<file path="src/rtl/trigger_cond_if.sv">
// trigger_cond_if: control/status bundle between the trigger front-end and its controller.
// The master side drives the raw trigger and the arming controls; the slave side is
// trigger_cond itself.
interface trigger_cond_if #(
  parameter int unsigned FILT_W = 8,
  parameter int unsigned CNT_W  = 16
);
  logic              trig_raw_i;
  logic              arm_i;
  logic [1:0]        edge_sel_i;
  logic [FILT_W-1:0] filt_len_i;
  logic [CNT_W-1:0]  count_i;
  logic              trigger_o;
  logic              armed_o;
  logic              done_o;

  modport master (
    output trig_raw_i, arm_i, edge_sel_i, filt_len_i, count_i,
    input  trigger_o, armed_o, done_o
  );

  modport slave (
    input  trig_raw_i, arm_i, edge_sel_i, filt_len_i, count_i,
    output trigger_o, armed_o, done_o
  );
endinterface

</file>
<file path="src/rtl/trigger_cond.sv">
// trigger_cond: synchronises the raw pad trigger, optionally deglitches it, selects an
// edge/level event and fires one single-cycle trigger per arming on the Nth event.
// Optional glitch filter: define TRIG_FILTER_EN to build it; otherwise filt = sync.
module trigger_cond #(
  parameter int unsigned SYNC_STAGES = 2,
  parameter int unsigned FILT_W      = 8,
  parameter int unsigned CNT_W       = 16
) (
  input logic           clk,
  input logic           rst,
  trigger_cond_if.slave bus
);

  typedef enum logic [1:0] {StIdle, StArmed, StDone} state_e;

  localparam logic [CNT_W-1:0] CntOne = CNT_W'(1);

  logic [SYNC_STAGES-1:0] r_sync;
  logic                   w_sync;
  logic                   w_filt;
  logic                   r_prev;
  logic                   w_evt;
  state_e                 r_state;
  state_e                 w_state_d;
  logic                   w_fire;
  logic [1:0]             r_sel;
  logic [CNT_W-1:0]       r_rem;
  logic [CNT_W-1:0]       w_rem_load;
  logic                   r_trig;
  logic                   r_armed;
  logic                   r_done;

  // Synchroniser chain: the raw pad enters at bit 0, the last stage is the clean copy.
  always_ff @(posedge clk or posedge rst) begin
    if (rst) begin
      r_sync <= '0;
    end else begin
      r_sync <= {r_sync[SYNC_STAGES-2:0], bus.trig_raw_i};
    end
  end

  assign w_sync = r_sync[SYNC_STAGES-1];

`ifdef TRIG_FILTER_EN
  logic              r_filt;
  logic [FILT_W-1:0] r_diff_cnt;
  logic [FILT_W:0]   w_cnt_inc;

  // One extra bit so the compare against filt_len_i cannot wrap.
  assign w_cnt_inc = {1'b0, r_diff_cnt} + {{FILT_W{1'b0}}, 1'b1};

  // Glitch filter: follow sync only after it has differed for filt_len_i consecutive edges.
  always_ff @(posedge clk or posedge rst) begin
    if (rst) begin
      r_filt     <= 1'b0;
      r_diff_cnt <= '0;
    end else if (bus.filt_len_i == '0) begin
      r_filt     <= w_sync;
      r_diff_cnt <= '0;
    end else if (w_sync == r_filt) begin
      r_diff_cnt <= '0;
    end else if (w_cnt_inc >= {1'b0, bus.filt_len_i}) begin
      r_filt     <= w_sync;
      r_diff_cnt <= '0;
    end else begin
      r_diff_cnt <= w_cnt_inc[FILT_W-1:0];
    end
  end

  // Length 0 bypasses the register so the filter adds no latency.
  assign w_filt = (bus.filt_len_i == '0) ? w_sync : r_filt;
`else
  assign w_filt = w_sync;
`endif

  // Previous filtered value for edge detection, tracked in every state.
  always_ff @(posedge clk or posedge rst) begin
    if (rst) begin
      r_prev <= 1'b0;
    end else begin
      r_prev <= w_filt;
    end
  end

  // Qualified event for the event type latched at arming.
  always_comb begin
    w_evt = 1'b0;
    unique case (r_sel)
      2'b00:   w_evt = w_filt & ~r_prev;
      2'b01:   w_evt = ~w_filt & r_prev;
      2'b10:   w_evt = w_filt ^ r_prev;
      default: w_evt = w_filt;
    endcase
  end

  assign w_rem_load = (bus.count_i == '0) ? CntOne : bus.count_i;

  // Next-state: disarm has priority over a firing event.
  always_comb begin
    w_state_d = r_state;
    w_fire    = 1'b0;
    unique case (r_state)
      StIdle: begin
        if (bus.arm_i) w_state_d = StArmed;
      end
      StArmed: begin
        if (!bus.arm_i) begin
          w_state_d = StIdle;
        end else if (w_evt && ((r_sel == 2'b11) || (r_rem == CntOne))) begin
          w_state_d = StDone;
          w_fire    = 1'b1;
        end
      end
      StDone: begin
        if (!bus.arm_i) w_state_d = StIdle;
      end
      default: w_state_d = StIdle;
    endcase
  end

  // State register.
  always_ff @(posedge clk or posedge rst) begin
    if (rst) begin
      r_state <= StIdle;
    end else begin
      r_state <= w_state_d;
    end
  end

  // Event type and remaining count are captured at arming and frozen while armed.
  always_ff @(posedge clk or posedge rst) begin
    if (rst) begin
      r_sel <= 2'b00;
      r_rem <= '0;
    end else if ((r_state == StIdle) && bus.arm_i) begin
      r_sel <= bus.edge_sel_i;
      r_rem <= w_rem_load;
    end else if ((r_state == StArmed) && bus.arm_i && w_evt && !w_fire) begin
      r_rem <= r_rem - CntOne;
    end
  end

  // Registered outputs; the trigger is the first cycle of DONE as seen one cycle later.
  always_ff @(posedge clk or posedge rst) begin
    if (rst) begin
      r_trig  <= 1'b0;
      r_armed <= 1'b0;
      r_done  <= 1'b0;
    end else begin
      r_trig  <= (r_state == StDone) & ~r_done;
      r_armed <= (r_state == StArmed);
      r_done  <= (r_state == StDone);
    end
  end

  assign bus.trigger_o = r_trig;
  assign bus.armed_o   = r_armed;
  assign bus.done_o    = r_done;

endmodule

</file>
<file path="src/flat_wrapper.sv">
// flat-port wrapper written by rule: the top's interface ports become plain ports
module trigger_cond_flat 
#(
  parameter int unsigned SYNC_STAGES = 2,
  parameter int unsigned FILT_W      = 8,
  parameter int unsigned CNT_W       = 16
)
  (clk, rst, bus_trig_raw_i, bus_arm_i, bus_edge_sel_i, bus_filt_len_i, bus_count_i, bus_trigger_o, bus_armed_o, bus_done_o);
  trigger_cond_if #(.FILT_W(FILT_W), .CNT_W(CNT_W)) bus_i ();
  input logic clk;
  input logic rst;
  input wire logic [$bits(bus_i.trig_raw_i)-1:0] bus_trig_raw_i;
  input wire logic [$bits(bus_i.arm_i)-1:0] bus_arm_i;
  input wire logic [$bits(bus_i.edge_sel_i)-1:0] bus_edge_sel_i;
  input wire logic [$bits(bus_i.filt_len_i)-1:0] bus_filt_len_i;
  input wire logic [$bits(bus_i.count_i)-1:0] bus_count_i;
  output wire logic [$bits(bus_i.trigger_o)-1:0] bus_trigger_o;
  output wire logic [$bits(bus_i.armed_o)-1:0] bus_armed_o;
  output wire logic [$bits(bus_i.done_o)-1:0] bus_done_o;
  assign bus_i.trig_raw_i = bus_trig_raw_i;
  assign bus_i.arm_i = bus_arm_i;
  assign bus_i.edge_sel_i = bus_edge_sel_i;
  assign bus_i.filt_len_i = bus_filt_len_i;
  assign bus_i.count_i = bus_count_i;
  assign bus_trigger_o = bus_i.trigger_o;
  assign bus_armed_o = bus_i.armed_o;
  assign bus_done_o = bus_i.done_o;
  trigger_cond #(.SYNC_STAGES(SYNC_STAGES), .FILT_W(FILT_W), .CNT_W(CNT_W)) u_core (.clk(clk), .rst(rst), .bus(bus_i));
endmodule
</file>
<file path="config.mk">
export PLATFORM = sky130hd
export DESIGN_NAME = trigger_cond_flat
export DESIGN_NICKNAME = d
export VERILOG_FILES = /design/src/rtl/trigger_cond_if.sv /design/src/rtl/trigger_cond.sv /design/src/flat_wrapper.sv
export SDC_FILE = /design/constraint.sdc
export NUM_CORES = 1
export LEC_CHECK = 0
export BUFFER_PORTS_ARGS = -buffer_cell sky130_fd_sc_hd__buf_2
export CORE_ASPECT_RATIO = 0.8
export CORE_MARGIN = 4
export CORE_UTILIZATION = 54
export CTS_CLUSTER_SIZE = 25
export DETAILED_ROUTE_END_ITERATION = 10
export PLACE_DENSITY_LB_ADDON = 0.3
export SKIP_CTS_REPAIR_TIMING = 1
export SLEW_MARGIN = 20
export SYNTH_ARGS = -nofsm -noshare
export SYNTH_HDL_FRONTEND = slang
export SYNTH_SLANG_ARGS = --single-unit
</file>
<file path="constraint.sdc">
create_clock -name clk -period 2.5 [get_ports clk]
set_input_delay 0.25 -clock clk [delete_from_list [all_inputs] [get_ports clk]]
set_output_delay 0.25 -clock clk [all_outputs]
set_load 0.03 [all_outputs]
</file>
# Word-level counts from Yosys, hierarchy flattened
# Index checks and enable logic that the tools add are counted.
# word_totals
word_cells,49
ff_bits,26
in_bits,30
# op_classes
addsub,1
reduce_logical,12
n_eq_ne,9
bitwise_logic,7
n_mux,12
# op_table
operator,count
2-to-1 mux 16 bit,3
"equality test 16 x 1 -> 1 bit, second input constant",1
zero test 16 bit,1
"subtractor 16 x 1 -> 16 bit, second input constant",1
2-to-1 mux 2 bit,4
"equality test 2 bit, second input constant",3
one-hot mux 2 bit (3 select lines),1
logical AND 1 bit,5
"equality test 2 x 1 -> 1 bit, second input constant",2
zero test 2 bit,2
"inequality test 2 bit, second input constant",2
bitwise AND 1 bit,3
2-to-1 mux 1 bit,3
"inequality test 3 x 2 -> 1 bit, second input constant",1
inverter 1 bit,3
one-hot mux 1 bit (3 select lines),1
AND reduction 3 bit,1
nonzero test 2 bit,1
zero test 1 bit,1
logical OR 1 bit,1
XOR 1 bit,1

# Logic depth before layout (Yosys ltp)
# Gate-level depths: netlist of the first run.
# logic_depth
word_depth,11
depth_mapped,9
mapped_depth_nobuf,7

# Worst setup path before layout of the first run
# No wires, ideal clock.
# synth_path
kind,reg-to-reg
startpoint,register u_core.r_rem[0]
endpoint,register u_core.r_rem[13]
period_less_slack_ns,1.791
path_stages_with_launch,9
arrival_ns,1.654
setup_time_ns,0.137
path_slack_ns,0.709
cell_sequence,dfrtp_1 -> ha_1 -> nor4b_1 -> and4_1 -> buf_6 -> buf_6 -> nor4_2 -> xnor2_1 -> a21oi_1
# synth_between
elab_chain_len,9
elab_cells_between_ends,12
cone_classes,add/sub: 1; eq/ne: 1; mux: 5; reduce/logical: 5
# synth_rtl
element,line_no,source
from (decl),trigger_cond.sv:27,logic [CNT_W-1:0] r_rem;
from (signal assigned),trigger_cond.sv:137,r_rem <= w_rem_load;
from (signal assigned),trigger_cond.sv:139,r_rem <= r_rem - CntOne;
equality test 16 x 1 -> 1 bit,trigger_cond.sv:109,end else if (w_evt && ((r_sel == 2'b11) || (r_rem == CntOne))) begin
logical OR 1 bit,trigger_cond.sv:109,
logical AND 1 bit,trigger_cond.sv:109,
2-to-1 mux 1 bit,trigger_cond.sv:109,
2-to-1 mux 1 bit,trigger_cond.sv:107,if (!bus.arm_i) begin
2-to-1 mux 1 bit,trigger_cond.sv:102,unique case (r_state)
zero test 1 bit,trigger_cond.sv:138,end else if ((r_state == StArmed) && bus.arm_i && w_evt && !w_fire) begin
logical AND 1 bit,trigger_cond.sv:138,
nonzero test 2 bit (no line),--,
# Parallel ways exist; a longest one is shown, timed or not. The select of a mux whose other input is x is not followed.
# A chain may end at the register's enable or synchronous reset.

# Final worst setup path of the first run
# layout_path
startpoint,register u_core.r_rem[1]
endpoint,register u_core.r_rem[8]
# The elaborated chain is that of the path after synthesis.

==> results of run 1 <==
-- critical path: stages, from the launching register on --
cell	delay, ps
dfrtp_1	430
inv_1	110
ha_1	150
nor4b_1	230
and4_1	580
buf_4	240
nor4_2	60
xnor2_1	140
a21oi_1	150
-- area by class of cell --
class,count,area (µm²),share of cell area [%]
inverter,7,26.3,1.49
timing repair buffer,30,168,9.48
sequential,26,651,36.8
tap,38,47.5,2.69
multi-input combinational,119,841,47.5
clock buffer,4,36.3,2.05
-- cells by family (layout without fill, tap and decap cells) --
| logic type | after synthesis | in the layout | synth area share [%] |
|---|---|---|---|
| AND/OR/NAND/NOR | 70 | 70 | 29.5 |
| AO/OA/AOI/OAI | 29 | 29 | 11.3 |
| flip-flops | 26 | 26 | 41.7 |
| buffers and inverters | 13 | 41 | 4.33 |
| XOR/XNOR | 12 | 12 | 6.74 |
| adder cells (fa/ha/maj) | 4 | 4 | 3.21 |
| multiplexers | 4 | 4 | 3.21 |
-- cell usage in the layout, fill, tap and decap left out, types with 2 or more instances in the layout --
| cell | instances |
|---|---|
| nor4_2 | 6 |
| nand3b_1 | 2 |
| nand4_1 | 2 |
| nor4b_2 | 3 |
| or3_1 | 2 |
| mux2i_1 | 2 |
| dfrtp_1 | 26 |
| nor3b_1 | 2 |
| nor3_1 | 3 |
| nand2b_1 | 3 |
| inv_1 | 7 |
| o21ai_1 | 7 |
| xnor2_1 | 12 |
| mux2_4 | 2 |
| nor2_1 | 14 |
| a21oi_1 | 13 |
| buf_4 | 5 |
| clkbuf_4 | 3 |
| ha_1 | 4 |
| o21ai_0 | 2 |
| buf_2 | 24 |
| nor2b_1 | 3 |
| nor4_1 | 5 |
| a31oi_1 | 2 |
| nand2_1 | 14 |
-- registers in the layout (all words and copies together) (netlist names) --
name and cells:
u_core.bus.trigger_o 1, u_core.r_prev 1, u_core.r_rem 16, u_core.r_sel 2, u_core.bus.done_o 1, u_core.r_sync 2, u_core.r_state 2, u_core.bus.armed_o 1
-- layer usage --
metal  track usage, %  part of all wire, %
met3             5.05                  5.7
met1             26.2                   45
met2             31.6                   49
met5                0                    0
met4             2.55                 0.60
-- path summary, 6_finish.rpt --
kind | slack [ps] | to | cells past startpoint | start
min | 20 | u_core.r_sync[0]$_DFF_PP0_ | 1 | bus_trig_raw_i
max in group asynchronous | 1740 | u_core.r_rem[6]$_DFFE_PP0P_ | 4 | rst
max reg2reg | 350 | u_core.r_rem[8]$_DFFE_PP0P_ | 8 | u_core.r_rem[1]$_DFFE_PP0P_
min in group asynchronous | 500 | u_core.bus.armed_o$_DFF_PP0_ | 4 | rst
min reg2reg | 380 | u_core.r_sync[1]$_DFF_PP0_ | 0 | u_core.r_sync[0]$_DFF_PP0_
max | 350 | u_core.r_rem[8]$_DFFE_PP0P_ | 8 | u_core.r_rem[1]$_DFFE_PP0P_
-- stage by stage --
step | worst slack (ps) | area [µm²]
floorplan | 709 | 1560
global placement | 453 | 1720
detailed placement | 395 | 1720
CTS | 354 | 1760
global route | 185 | 1770
finish | 347 | 1770
-- power breakdown --
part	internal [µW]	switching [µW]	total, µW
clock network	89.1	128	217
logic	164	192	355
registers	488	85.5	574
==> summary.txt, run 1 <==
Outcome
  • Status: finished clean

Synth
  • Largest area contributor in the netlist: dfrtp_1
  • Register area share after synthesis: a little over two fifths
  • Post-synth ARST share: 100%
  • Synth top area cells: dfrtp_1, xnor2_1, nor4_2, a21oi_1, nand2_1
  • Post-Synthesis Cells: about 160
  • Syn avg cell area: ~9.9 µm²
  • Most frequent cells after synthesis: dfrtp_1, nand2_1, nor2_1
  • Most common cell in the netlist: dfrtp_1
  • Post-synth EDFFs: 0
  • Syn_nets: between 150 and 200
  • Netlist cell types: just over 40
  • Share of the synthesized area in the top cell type: between 40% and 50%
  • #FFs+latches synth: 26
  • Top_reg_cell synth: dfrtp_1
  • Synthesized area: roughly 1600 µm²
  • Synthesis Warnings: 0

Finish
  • Share of layout cells above drive strength 1: about a quarter
  • Antenna diodes: 0
  • Area grow syn2layout: 13.5%
  • Layout Utilization: a little under two thirds
  • # nets final: ~220
  • Fillers: between 200 and 250
  • Non-Filler Instances: 224

Timing
  • Final hold vios: 0
  • Slew Limit Fails: 0
  • Clock Skew: approximately 6.7 ps
  • Slew @ Worst Pin: 530 ps
  • Worst hold slack: 23.4 ps
  • Final setup TNS: 0 ps
  • Setup violators final: 0
  • Final min period: about 2200 ps
  • Crit share post-route: about 86%
  • FMAX: about 0.46 GHz
  • Unrepaired setup endpoints after global routing: false
  • Slew headroom: between 60% and 70%

CTS
  • TritonCTS clock tree: done
  • CTS root buffer: clkbuf_4
  • Htree depth: 1
  • CTS sink cnt: 26
  • Inserted Clock Buffers: 3
  • Skew-Pair Late Insertion Delay: 320 ps
  • Clk buf depth: 2
  • Clock slew at reported path FFs: approximately 150 ps

Route
  • Initial DRC Count: 62
  • DRC viols: 0
  • Drt pass-1 iters: 4
  • Routed WL per cell: between 10 and 15 µm
  • Routed WL: 3360 µm
  • Via count: about 1300
  • Post-route ant nets: 0
  • Post-DR vias/cell: 5.76

Worst setup path
  • Critical path data required time: between 2000 and 3000 ps
  • CP endpoint kind: flip-flop
  • Critical path launch point type: flip-flop
  • Critical Path AT: 2410 ps
  • Crit Path Class: flip-flop to flip-flop
  • Worst-path fanout max: 11

Run
  • Total of max-cap violations: 0

Die
  • Die H: about 56 µm
  • Initial Utilization: 56.4%
  • Die Wd: 68.1 µm
  • Row count: 17
  • # IOs: 33
  • Full die area: around 3800 µm²
  • Core area: 2770 µm²

GRT
  • GR Overflow Total: 0
  • GRT Overall Usage: between 10% and 20%
  • Pin count of the biggest net entering global routing: 27
  • Initial antenna violation count: 0
  • First-pass GRT wire length: approximately 5700 µm
  • Vias in the first global route: roughly 1300

Placed design
  • Routability Congestion: approximately 0.84
  • # placed instances: about 220
  • Hpwl dp: about 2600 µm
  • Port Buffers: 24

Power
  • Peak VDD IR: 0.428 mV
  • Final Total Pwr: 1150 µW
  • Leak Pwr: just over 0.0007 µW
  • PD cells: 648 nW/µm²

Worst hold path
  • Min-delay worst type: input port to flip-flop
(Power assumes the default switching activity.)
==> inputs of run 2 (changes only) <==
--- a/config.mk
+++ b/config.mk
@@ -11,7 +11,7 @@
 export CORE_UTILIZATION = 54
 export CTS_CLUSTER_SIZE = 25
 export DETAILED_ROUTE_END_ITERATION = 10
-export PLACE_DENSITY_LB_ADDON = 0.3
+export PLACE_DENSITY = 0.85
 export SKIP_CTS_REPAIR_TIMING = 1
 export SLEW_MARGIN = 20
 export SYNTH_ARGS = -nofsm -noshare
==> constraint.sdc (replaced) <==
create_clock -name clk -period 2.5 [get_ports clk]
set_input_delay 0.5 -clock clk [delete_from_list [all_inputs] [get_ports clk]]
set_output_delay 0.5 -clock clk [all_outputs]
set_load 0.03 [all_outputs]
==> summary.txt, run 2 (synthesis results as in run 1) <==
Worst setup path
  • Critical path launch point type: flip-flop
  • Worst-path fanout max: 12 (+1)
  • Critical path data required time: 2770 ps (about the same)
  • CP endpoint kind: flip-flop
  • R2R Setup Slk: 470 ps (+120 ps)
  • Critical Path AT: 2310 ps (-100 ps)
  • Crit Path Class: flip-flop to flip-flop

GRT
  • GRT Overall Usage: 22.6% (+3.2 points)
  • GR Overflow Total: 0 (unchanged)
  • Initial antenna violation count: 0 (unchanged)
  • Pin count of the biggest net entering global routing: 27 (unchanged)
  • Vias in the first global route: 1396 (+11%)
  • First-pass GRT wire length: 6510 µm (+15%)

Die
  • Die H: 56.1 µm (unchanged)
  • # IOs: 33 (unchanged)
  • Row count: 17 (unchanged)
  • Core area: 2770 µm² (unchanged)
  • Die Wd: 68.1 µm (unchanged)
  • Initial Utilization: 56.4% (unchanged)
  • Full die area: 3820 µm² (unchanged)

Placed design
  • Hpwl dp: 2810 µm (+9.3%)
  • Routability Congestion: 0.815 (-2.5%)
  • # placed instances: 219 (unchanged)
  • Port Buffers: 24 (unchanged)
  • Pre-CTS setup slack: 488 ps (+92.9 ps)

Route
  • DRC viols: 0 (unchanged)
  • Drt pass-1 iters: 4 (unchanged)
  • Post-DR vias/cell: 5.82 (+0.99%)
  • Routed WL per cell: 16.5 µm (+9.9%)
  • Post-route ant nets: 0 (unchanged)
  • Routed WL: 3680 µm (+9.4%)
  • Initial DRC Count: 95 (+53%)
  • Via count: 1298 (+0.54%)

CTS
  • CTS sink cnt: 26 (unchanged)
  • Htree depth: 1 (unchanged)
  • Clk buf depth: 2 (unchanged)
  • TritonCTS clock tree: done
  • Skew-Pair Late Insertion Delay: 340 ps (+20 ps)
  • CTS root buffer: clkbuf_4
  • Clock slew at reported path FFs: 150 ps (about the same)
  • Inserted Clock Buffers: 3 (unchanged)

Worst hold path
  • Min-delay worst type: input port to asynchronous set/reset pin

Timing
  • Worst hold slack: 193 ps (+169 ps)
  • Final hold vios: 0 (unchanged)
  • Final min period: 2030 ps (-122 ps)
  • Setup violators final: 0 (unchanged)
  • Final setup TNS: 0 ps (unchanged)
  • Slew @ Worst Pin: 524 ps (-6.05 ps)
  • Slew Limit Fails: 0 (unchanged)
  • Crit share post-route: 81.2% (-4.9 points)
  • FMAX: 0.492 GHz (+6.0%)
  • Final setup margin: 469 ps (+122 ps)
  • Unrepaired setup endpoints after global routing: false
  • Clock Skew: 18.1 ps (+11.5 ps)
  • Slew headroom: 64.9% (+0.24 points)

Finish
  • Biggest register: u_core.r_rem
  • Area grow syn2layout: 12.8%
  • Most frequent cells in the layout: dfrtp_1, buf_2, nor2_1, nand2_1, a21oi_1
  • # nets final: 220 (-0.45%)
  • Number of flip-flops in the largest register: 16 (unchanged)
  • Most common cell after layout, fill and taps aside: dfrtp_1
  • Layout Utilization: 63.6% (-0.36 points)
  • Non-Filler Instances: 223 (-0.45%)
  • Antenna diodes: 0 (unchanged)
  • Share of layout cells above drive strength 1: 26.5% (+0.14 points)

Power
  • PD cells: 649 nW/µm² (+0.18%)
  • Peak VDD IR: 0.399 mV (-6.7%)
  • Leak Pwr: 0.000714 µW (-0.54%)

Outcome
  • Status: finished clean

Run
  • Total of max-cap violations: 0 (unchanged)
[run 2: changes by cell type in the layout (fill, tap and decap cells not counted), sizes merged]
| cell | change |
|---|---|
| dlygate4sd3 | -1 |
[run 2: final timing paths]
path	from	to	cells after the start
max	u_core.r_prev$_DFF_PP0_	u_core.r_rem[15]$_DFFE_PP0P_	7
max reg2reg	u_core.r_prev$_DFF_PP0_	u_core.r_rem[15]$_DFFE_PP0P_	7
min	rst	u_core.bus.armed_o$_DFF_PP0_	3
max in group asynchronous	rst	u_core.r_rem[7]$_DFFE_PP0P_	3
min in group clk	bus_trig_raw_i	u_core.r_sync[0]$_DFF_PP0_	1
min reg2reg	u_core.r_sync[0]$_DFF_PP0_	u_core.r_sync[1]$_DFF_PP0_	0
[run 2: worst max-delay path: stages (launching register included)]
cell and delay (ps):
dfrtp_1 380, inv_1 60, ha_1 320, o21ai_1 220, o211ai_4 230, nor4b_2 440, nand4_1 140, a31oi_1 170
[run 2: area by class of cell]
| type | instances | area [µm²] |
|---|---|---|
| Timing Repair Buffer | 29 | 158 |
| Sequential cell | 26 | 651 |
| Tap cell | 38 | 47.5 |
| Multi-Input combinational cell | 119 | 841 |
| Clock buffer | 4 | 36.3 |
| Inverter | 7 | 26.3 |
| Fill cell | 228 | 1010 |
[run 2: report_power, final]
group	internal (µW)	total [µW]	switching, µW
Combinational	157	351	193
Clock	89.3	216	127
Sequential	488	575	86.5
[run 2: stage by stage]
| step | power, µW | cell area [µm²] |
|---|---|---|
| after floorplan | 824 | 1560 |
| after global placement | 897 | 1720 |
| after detailed placement | 926 | 1720 |
| after CTS | 1140 | 1760 |
| after global routing | 1210 | 1760 |
| final | 1140 | 1760 |
[run 2: routing by layer]
layer  vias up  share of wire, %  global-route usage [%]
met4         0               3.3                    13.0
met3        13               5.6                    4.85
met5         -                 0                       0
met1       624                40                    29.1
li1        612                 -                       -
met2        49                51                    34.2
